$ cat src/rtl/mem_responder_if.sv
// ============================================================================
// Module   : mem_responder_if
// Purpose  : Request/response bus between a CPU load/store port and its memory.
// Revision : 1.0 - initial release
// ============================================================================
`default_nettype none

interface mem_responder_if;
  logic        req_valid;
  logic        req_ready;
  logic        req_we;
  logic [31:0] req_addr;
  logic [31:0] req_wdata;
  logic        resp_valid;
  logic        resp_ready;
  logic [31:0] resp_rdata;
  logic        resp_err;
  logic        busy;

  modport master (
    output req_valid, req_we, req_addr, req_wdata, resp_ready,
    input  req_ready, resp_valid, resp_rdata, resp_err, busy
  );

  modport slave (
    input  req_valid, req_we, req_addr, req_wdata, resp_ready,
    output req_ready, resp_valid, resp_rdata, resp_err, busy
  );
endinterface

`default_nettype wire

$ cat src/rtl/mem_responder.sv
// ============================================================================
// Module   : mem_responder
// Purpose  : Multi-cycle data memory responder, one transaction outstanding.
//            MEM_RESP_BOUNDS_EN: flag word indices >= DEPTH as errors.
// Revision : 1.0 - initial release
// ============================================================================
`default_nettype none

module mem_responder #(
  parameter int DEPTH   = 64,
  parameter int LATENCY = 2
) (
  input  logic             clk,
  input  logic             rst,
  mem_responder_if.slave   bus
);

  localparam int AW = $clog2(DEPTH);

  typedef enum logic [1:0] {
    S_IDLE = 2'd0,
    S_WAIT = 2'd1,
    S_RESP = 2'd2
  } state_t;

  state_t      r_state;
  state_t      w_next_state;
  logic [3:0]  r_cnt;
  logic        r_we;
  logic [31:0] r_addr;
  logic [31:0] r_wdata;
  logic        r_req_ready;
  logic        r_resp_valid;
  logic        r_resp_err;
  logic        r_busy;
  logic [31:0] r_resp_rdata;
  logic [31:0] r_mem [DEPTH];

  logic          w_accept;
  logic          w_commit;
  logic          w_cur_we;
  logic [31:0]   w_cur_addr;
  logic [31:0]   w_cur_wdata;
  logic [AW-1:0] w_idx;
  logic          w_err;

  assign w_accept = bus.req_valid & r_req_ready;

  // With zero latency the commit coincides with acceptance, so use the live inputs.
  assign w_cur_we    = (r_state == S_IDLE) ? bus.req_we    : r_we;
  assign w_cur_addr  = (r_state == S_IDLE) ? bus.req_addr  : r_addr;
  assign w_cur_wdata = (r_state == S_IDLE) ? bus.req_wdata : r_wdata;
  assign w_idx       = w_cur_addr[AW+1:2];

`ifdef MEM_RESP_BOUNDS_EN
  assign w_err = (w_cur_addr[1:0] != 2'b00) ||
                 ({2'b00, w_cur_addr[31:2]} >= 32'(DEPTH));
`else
  logic w_unused_upper;
  assign w_unused_upper = ^w_cur_addr[31:AW+2];
  assign w_err          = (w_cur_addr[1:0] != 2'b00);
`endif

  always_comb begin
    w_next_state = r_state;
    unique case (r_state)
      S_IDLE: begin
        if (w_accept) begin
          if (LATENCY == 0) w_next_state = S_RESP;
          else              w_next_state = S_WAIT;
        end
      end
      S_WAIT: if (r_cnt == 4'd1) w_next_state = S_RESP;
      S_RESP: if (bus.resp_ready) w_next_state = S_IDLE;
      default: w_next_state = S_IDLE;
    endcase
  end

  assign w_commit = (w_next_state == S_RESP) && (r_state != S_RESP);

  always_ff @(posedge clk) begin
    if (rst) begin
      r_state      <= S_IDLE;
      r_cnt        <= 4'd0;
      r_we         <= 1'b0;
      r_addr       <= 32'd0;
      r_wdata      <= 32'd0;
      r_req_ready  <= 1'b0;
      r_resp_valid <= 1'b0;
      r_resp_err   <= 1'b0;
      r_resp_rdata <= 32'd0;
      r_busy       <= 1'b0;
    end else begin
      r_state      <= w_next_state;
      r_req_ready  <= (w_next_state == S_IDLE);
      r_resp_valid <= (w_next_state == S_RESP);
      r_busy       <= (w_next_state != S_IDLE);
      if (w_accept) begin
        r_we    <= bus.req_we;
        r_addr  <= bus.req_addr;
        r_wdata <= bus.req_wdata;
        r_cnt   <= 4'(LATENCY);
      end else if (r_state == S_WAIT) begin
        r_cnt <= r_cnt - 4'd1;
      end
      if (w_commit) begin
        r_resp_err   <= w_err;
        r_resp_rdata <= (!w_cur_we && !w_err) ? r_mem[w_idx] : 32'd0;
      end else if (w_next_state != S_RESP) begin
        r_resp_err   <= 1'b0;
        r_resp_rdata <= 32'd0;
      end
    end
  end

  // Storage is not reset; a reset on the commit edge must still block the write.
  always_ff @(posedge clk) begin
    if (!rst && w_commit && w_cur_we && !w_err) begin
      r_mem[w_idx] <= w_cur_wdata;
    end
  end

  assign bus.req_ready  = r_req_ready;
  assign bus.resp_valid = r_resp_valid;
  assign bus.resp_rdata = r_resp_rdata;
  assign bus.resp_err   = r_resp_err;
  assign bus.busy       = r_busy;

endmodule

`default_nettype wire

$ cat src/flat_wrapper.sv
// flat-port wrapper written by rule: the top's interface ports become plain ports
module mem_responder_flat 
#(
  parameter int DEPTH   = 64,
  parameter int LATENCY = 2
)
  (clk, rst, bus_req_valid, bus_req_we, bus_req_addr, bus_req_wdata, bus_resp_ready, bus_req_ready, bus_resp_valid, bus_resp_rdata, bus_resp_err, bus_busy);
  mem_responder_if bus_i ();
  input  logic clk;
  input  logic rst;
  input wire logic [$bits(bus_i.req_valid)-1:0] bus_req_valid;
  input wire logic [$bits(bus_i.req_we)-1:0] bus_req_we;
  input wire logic [$bits(bus_i.req_addr)-1:0] bus_req_addr;
  input wire logic [$bits(bus_i.req_wdata)-1:0] bus_req_wdata;
  input wire logic [$bits(bus_i.resp_ready)-1:0] bus_resp_ready;
  output wire logic [$bits(bus_i.req_ready)-1:0] bus_req_ready;
  output wire logic [$bits(bus_i.resp_valid)-1:0] bus_resp_valid;
  output wire logic [$bits(bus_i.resp_rdata)-1:0] bus_resp_rdata;
  output wire logic [$bits(bus_i.resp_err)-1:0] bus_resp_err;
  output wire logic [$bits(bus_i.busy)-1:0] bus_busy;
  assign bus_i.req_valid = bus_req_valid;
  assign bus_i.req_we = bus_req_we;
  assign bus_i.req_addr = bus_req_addr;
  assign bus_i.req_wdata = bus_req_wdata;
  assign bus_i.resp_ready = bus_resp_ready;
  assign bus_req_ready = bus_i.req_ready;
  assign bus_resp_valid = bus_i.resp_valid;
  assign bus_resp_rdata = bus_i.resp_rdata;
  assign bus_resp_err = bus_i.resp_err;
  assign bus_busy = bus_i.busy;
  mem_responder #(.DEPTH(DEPTH), .LATENCY(LATENCY)) u_core (.clk(clk), .rst(rst), .bus(bus_i));
endmodule
$ cat config.mk
export PLATFORM = sky130hd
export DESIGN_NAME = mem_responder_flat
export DESIGN_NICKNAME = d
export VERILOG_FILES = /design/src/rtl/mem_responder_if.sv /design/src/rtl/mem_responder.sv /design/src/flat_wrapper.sv
export SDC_FILE = /design/constraint.sdc
export NUM_CORES = 2
export LEC_CHECK = 0
export CAP_MARGIN = 25
export CORE_AREA = 4 4 428 430
export CTS_BUF_LIST = sky130_fd_sc_hd__clkbuf_4
export DETAILED_ROUTE_END_ITERATION = 6
export DIE_AREA = 0 0 432 434
export PLACE_DENSITY = 0.61
export SLEW_MARGIN = 25
export SYNTH_ARGS = -nofsm -noshare
export SYNTH_HDL_FRONTEND = slang
export SYNTH_SLANG_ARGS = --single-unit
$ cat constraint.sdc
create_clock -name clk -period 8.85 [get_ports clk]
set_input_delay 1.77 -clock clk [delete_from_list [all_inputs] [get_ports clk]]
set_output_delay 1.77 -clock clk [all_outputs]
set_load 0.1 [all_outputs]
* Word level (Yosys, flattened, before mapping) *
Memories as Yosys holds them, arrays and structs flattened.
Cells that the tools add are included.

cells by class
  add/subtract/negate cells = 1
  eq/ne operators = 6
  multiplexer cells = 16
  bitwise gates (word level) = 1
  reduce and logical (&&, ||, !) cells = 15

operator list
  operator             number
  $mux 32              4
  $mux 2               5
  $mux 8               1
  $reduce_bool 2->1    4
  $pmux 2 s3           1
  $logic_and 1x1->1    5
  $mux 1               5
  $eq 2x2->1 const B   2
  $eq 4x1->1 const B   1
  $logic_not 2->1      2
  $ne 2x2->1 const B   2
  $sub 4x1->4 const B  1
  $logic_not 1->1      3
  $eq 2x1->1 const B   1
  $reduce_or 2->1      1
  $and 1x1->1          1

word-level totals
  flip-flop bits (word level) = 83
  memory bits (writable) = 2,048
  output and inout port bits = 36
  memories = 1

memory list
  memory        depth  bits a word  rd ports  clocked after Yosys merged registers in  write ports  line                 RTL
  u_core.r_mem  64     32           1         0                                        1            mem_responder.sv:37  logic [31:0] r_mem [DEPTH];

* Logic depth before layout (Yosys ltp) *
  word-level depth = 10
  depth in mapped cells = 13

* Worst setup path after synthesis *
OpenSTA, ideal clock, no wires.

  path type = input port to flip-flop
  from = input port bus_req_addr[4]
  to = memory u_core.r_mem[12][0] (enable)
  setup time = 0.421 ns
  data arrival time = 4.753 ns
  required time = 8.429 ns
  setup slack = 3.676 ns
  stages on the path = 8
  path buffers = 4
  cells stage by stage = or3b_1 buf_6 o22ai_2 buf_2 buf_2 buf_2 nand3_1 nor2_1

on the way
  longest elaborated chain between the ends = 1

RTL lines
  item             line                 RTL
  start, declared  flat_wrapper.sv:13   input wire logic [$bits(bus_i.req_addr)-1:0] bus_req_addr;
  $mux 8           mem_responder.sv:51  assign w_cur_addr = (r_state == S_IDLE) ? bus.req_addr : r_addr;
  end, declared    mem_responder.sv:37

No other way between the ends.

* Final worst setup path *
  from = input port bus_req_addr[3]
  to = memory u_core.r_mem[46][31] (enable)

The elaborated chain is that of the path after synthesis.

==> summary.md <==
• **status** finished, violations left
• **violations in the final reports** design-rule violations
• **global routing usage summed across all routing layers** 29.0%
• **cell types with the largest area share after synthesis** edfxtp_1 (77%), nand2_1 (4.5%), o22ai_1 (2.5%), dfxtp_1 (2.1%), mux2i_1 (1.9%)
• **Post-route DRC** 3
• **number of antenna violations at the first check in global routing** 3
• **Cell variety after synth** 70
• **post-synth design cell area** 80300 sq um
• **Slew HR** 22.3%
• **largest fanout on the critical path** 17
• **final hold violation count** 0
• **most repeated cell in the gate-level netlist after synthesis** edfxtp_1
• **die height** 434 um
• **standard cell area after detailed placement** 85100 sq um
• **clock sink count** 2131
• **count of hold buffers inserted by post-cts repair** 0
• **category of the critical setup timing path** input port to flip-flop
• **critical path's slowest cell** nor2_4
• **routed vias/inst** 6.28
• **Setup Buffers After CTS** 0
• **std cell rows** 156
• **synthesized area per cell** 15.3 sq um
• **Slew @ Worst Pin** 1170 ps
• **cell mode on critical path** nand2_1
• **half-perimeter wire length after placement** 150 mm
• **number of buffers inserted by port buffering** 80
• **share of final-layout standard cells stronger than drive strength 1** 19.1%
• **setup repair after global routing missed its margin** no
• **register cell area after layout** 63200 sq um
• **Post-Route Utilization** 51.0%
• **Iter 0 DRT Violations** 7937
• **CTS clk-pin slew, worst paths** 60 ps
• **share of the yosys chip area belonging to registers** 78.7%
• **peak ir drop on the vdd network** 0.000160 V
• **top cells by count, synth** edfxtp_1 (2048), nand2_1 (970), o22ai_1 (325)
• **total number of vias** 53200
• **maximum cell stage delay along the critical path** 970 ps
• **Fillers** 15100
• **timing-limited maximum frequency** 0.191 GHz
• **Critical Path, Cell by Cell** clkdlybuf4s50_1, nor2b_1, nand2_1, nand2_1, nand2_1, nor2_4, buf_4
• **share of synthesized flip-flops with an asynchronous set or reset** 0%
• **wire length of the first global-routing pass** 384 mm
• **GRT overflow** 0
• **number of buffers created by CTS** 540
• **via count of the first global-routing pass** 51400
• **area occupied by multi-input gates** 16200 sq um
• **CP Launch Type** input port
• **Min Clock Period, post-route** 5230 ps
• **proportion of netlist area held by the largest area contributor** 76.6%
• **EDFF count, synth** 2048
• **Max H-tree Level** 6
• **CP arrival** 6170 ps
• **post-DR wirelength/cell** 32.5 um
• **length of the first detailed-routing pass in iterations** 7
• **CTS root buf** clkbuf_4
• **Most used DFF post-synth** edfxtp_1
• **placer congestion estimate** 0.873
• **number of nets in the final layout** 5827
• **Antenna Violating Nets Remaining** 0
• **Ports** 105
• **total of max-cap violations** 0
• **syn nets** 5331
• **Layout Cell Area excl Fill** 91600 sq um
• **Synth area leader** edfxtp_1
• **Hold WC Path Type** flip-flop to flip-flop
• **number of register bits inferred by synthesis** 2131
• **clock latency reported for the late side of the worst-skew pair** 1360 ps
• **Syn. warnings** 0
• **number of buffers between clock root and the deepest sink** 4
• **Total Die Area** 187000 sq um
• **element type at the critical path end** flip-flop
• **required time of the worst setup path** 9790 ps
• **number of cells produced by synthesis** 5260
• **Slew Limit Fails** 0
• **sum of negative setup slack** 0 ps
• **die outline width** 432 um
• **TritonCTS clock tree** done
• **detailed-route wire length** 276 mm
• **# setup viols final** 0
• **number of gates resized after cts** 0
• **crit share post-route** 59.1%
• **total power per unit cell area** 228 nW/um^2
• **area delta synth->final** 14.1%
• **pin count of the biggest net entering global routing** 120
• **number of placed instances, taps included** 7583
• **setup skew after layout** 88.4 ps
• **CORE AREA** 180000 sq um
• **overall power of the completed layout** 20.9 mW
• **Initial Utilization** 44.7%
• **final standard cell count with taps included and fillers excluded** 8479
• **P_leak** 30.0 nW
final cells by class:
cell class	instances	share of cell area, %
Antenna cell	11	0.0301
Tap cell	2370	3.24
Clock buffer	789	6.47
Clock inverter	95	0.515
Multi-Input combinational cell	2798	17.7
Timing Repair Buffer	282	3.10
Inverter	3	0.0123
Sequential cell	2131	69.0
path summary, 6_finish.rpt:
| kind | slack, ps | from | end | depth (start not counted) |
|---|---|---|---|---|
| worst max-delay path | 3620 | bus_req_addr[3] | u_core.r_mem[46][31]$_DFFE_PP_ | 7 |
| worst min-delay path | 450 | u_core.r_wdata[14]$_SDFFE_PP0P_ | u_core.r_wdata[14]$_SDFFE_PP0P_ | 2 |
| worst max register to register | 3760 | u_core.r_state[1]$_SDFF_PP0_ | u_core.r_mem[46][31]$_DFFE_PP_ | 6 |
| worst min register to register | 450 | u_core.r_wdata[14]$_SDFFE_PP0P_ | u_core.r_wdata[14]$_SDFFE_PP0P_ | 2 |
cells in the final DEF, fill, tap and decap left out, types with 68 or more instances in the layout:
cell             instances
edfxtp_1              2048
nor2_1                 102
clkbuf_4               789
nand3_1                227
clkinv_1                69
mux2i_1                150
a31oi_1                203
clkdlybuf4s50_1         78
a21oi_1                256
buf_4                  170
nor2_4                  68
nand2_1                964
dfxtp_1                 83
o22ai_1                325
logic make-up (layout without fill, tap and decap cells):
kind of cell | count (synthesis) | count (layout) | synth area share [%]
and+or+nand+nor | 1512 | 1512 | 7.88
AOI/OAI and AO/OA | 1091 | 1091 | 9.00
xor gates and xnor gates | 3 | 3 | 0.0327
DFF | 2131 | 2131 | 78.7
muxes | 190 | 190 | 2.43
adders and majority gates | 2 | 2 | 0.0312
buffers and inverters | 331 | 1169 | 1.96
other | 0 | 11 | 0
stage by stage:
stage | worst slack, ps | hold WS, ps
after floorplan | 3680 | 431
after global placement | 2440 | 440
after detailed placement | 2420 | 447
after CTS | 3850 | 456
after global routing | 3710 | 477
final | 3620 | 453
worst max-delay path: cells and delay by family:
family | cells | cell delay [ps]
buffers and inverters | 2 | 1340
AND/OR/NAND/NOR | 5 | 2980
power by group:
group | internal (mW) | total [mW] | switching, mW
combinational | 0.387 | 1.66 | 1.27
sequential | 11.2 | 11.2 | 0.0147
clock | 4.17 | 7.98 | 3.81
total | 15.8 | 20.9 | 5.10
state kept, by name, indices dropped and copies added (netlist names):
register	flops
u_core.bus.busy	1
u_core.r_we	1
u_core.r_mem	2048
u_core.bus.resp_rdata	32
u_core.r_cnt	4
u_core.bus.resp_err	1
u_core.bus.req_ready	1
u_core.r_addr	8
u_core.r_wdata	32
u_core.bus.resp_valid	1
u_core.r_state	2
routing by layer:
metal	share of wire, %	global-route usage [%]	wire (um)	vias to the layer above
met4	5.7	15.0	15800	2
met2	46	45.6	127000	3932
li1	-	-	-	21900
met3	12	7.08	33200	736
met5	0.0044	0	12	-
met1	36	37.6	99500	26700
(Power assumes the default switching activity.)
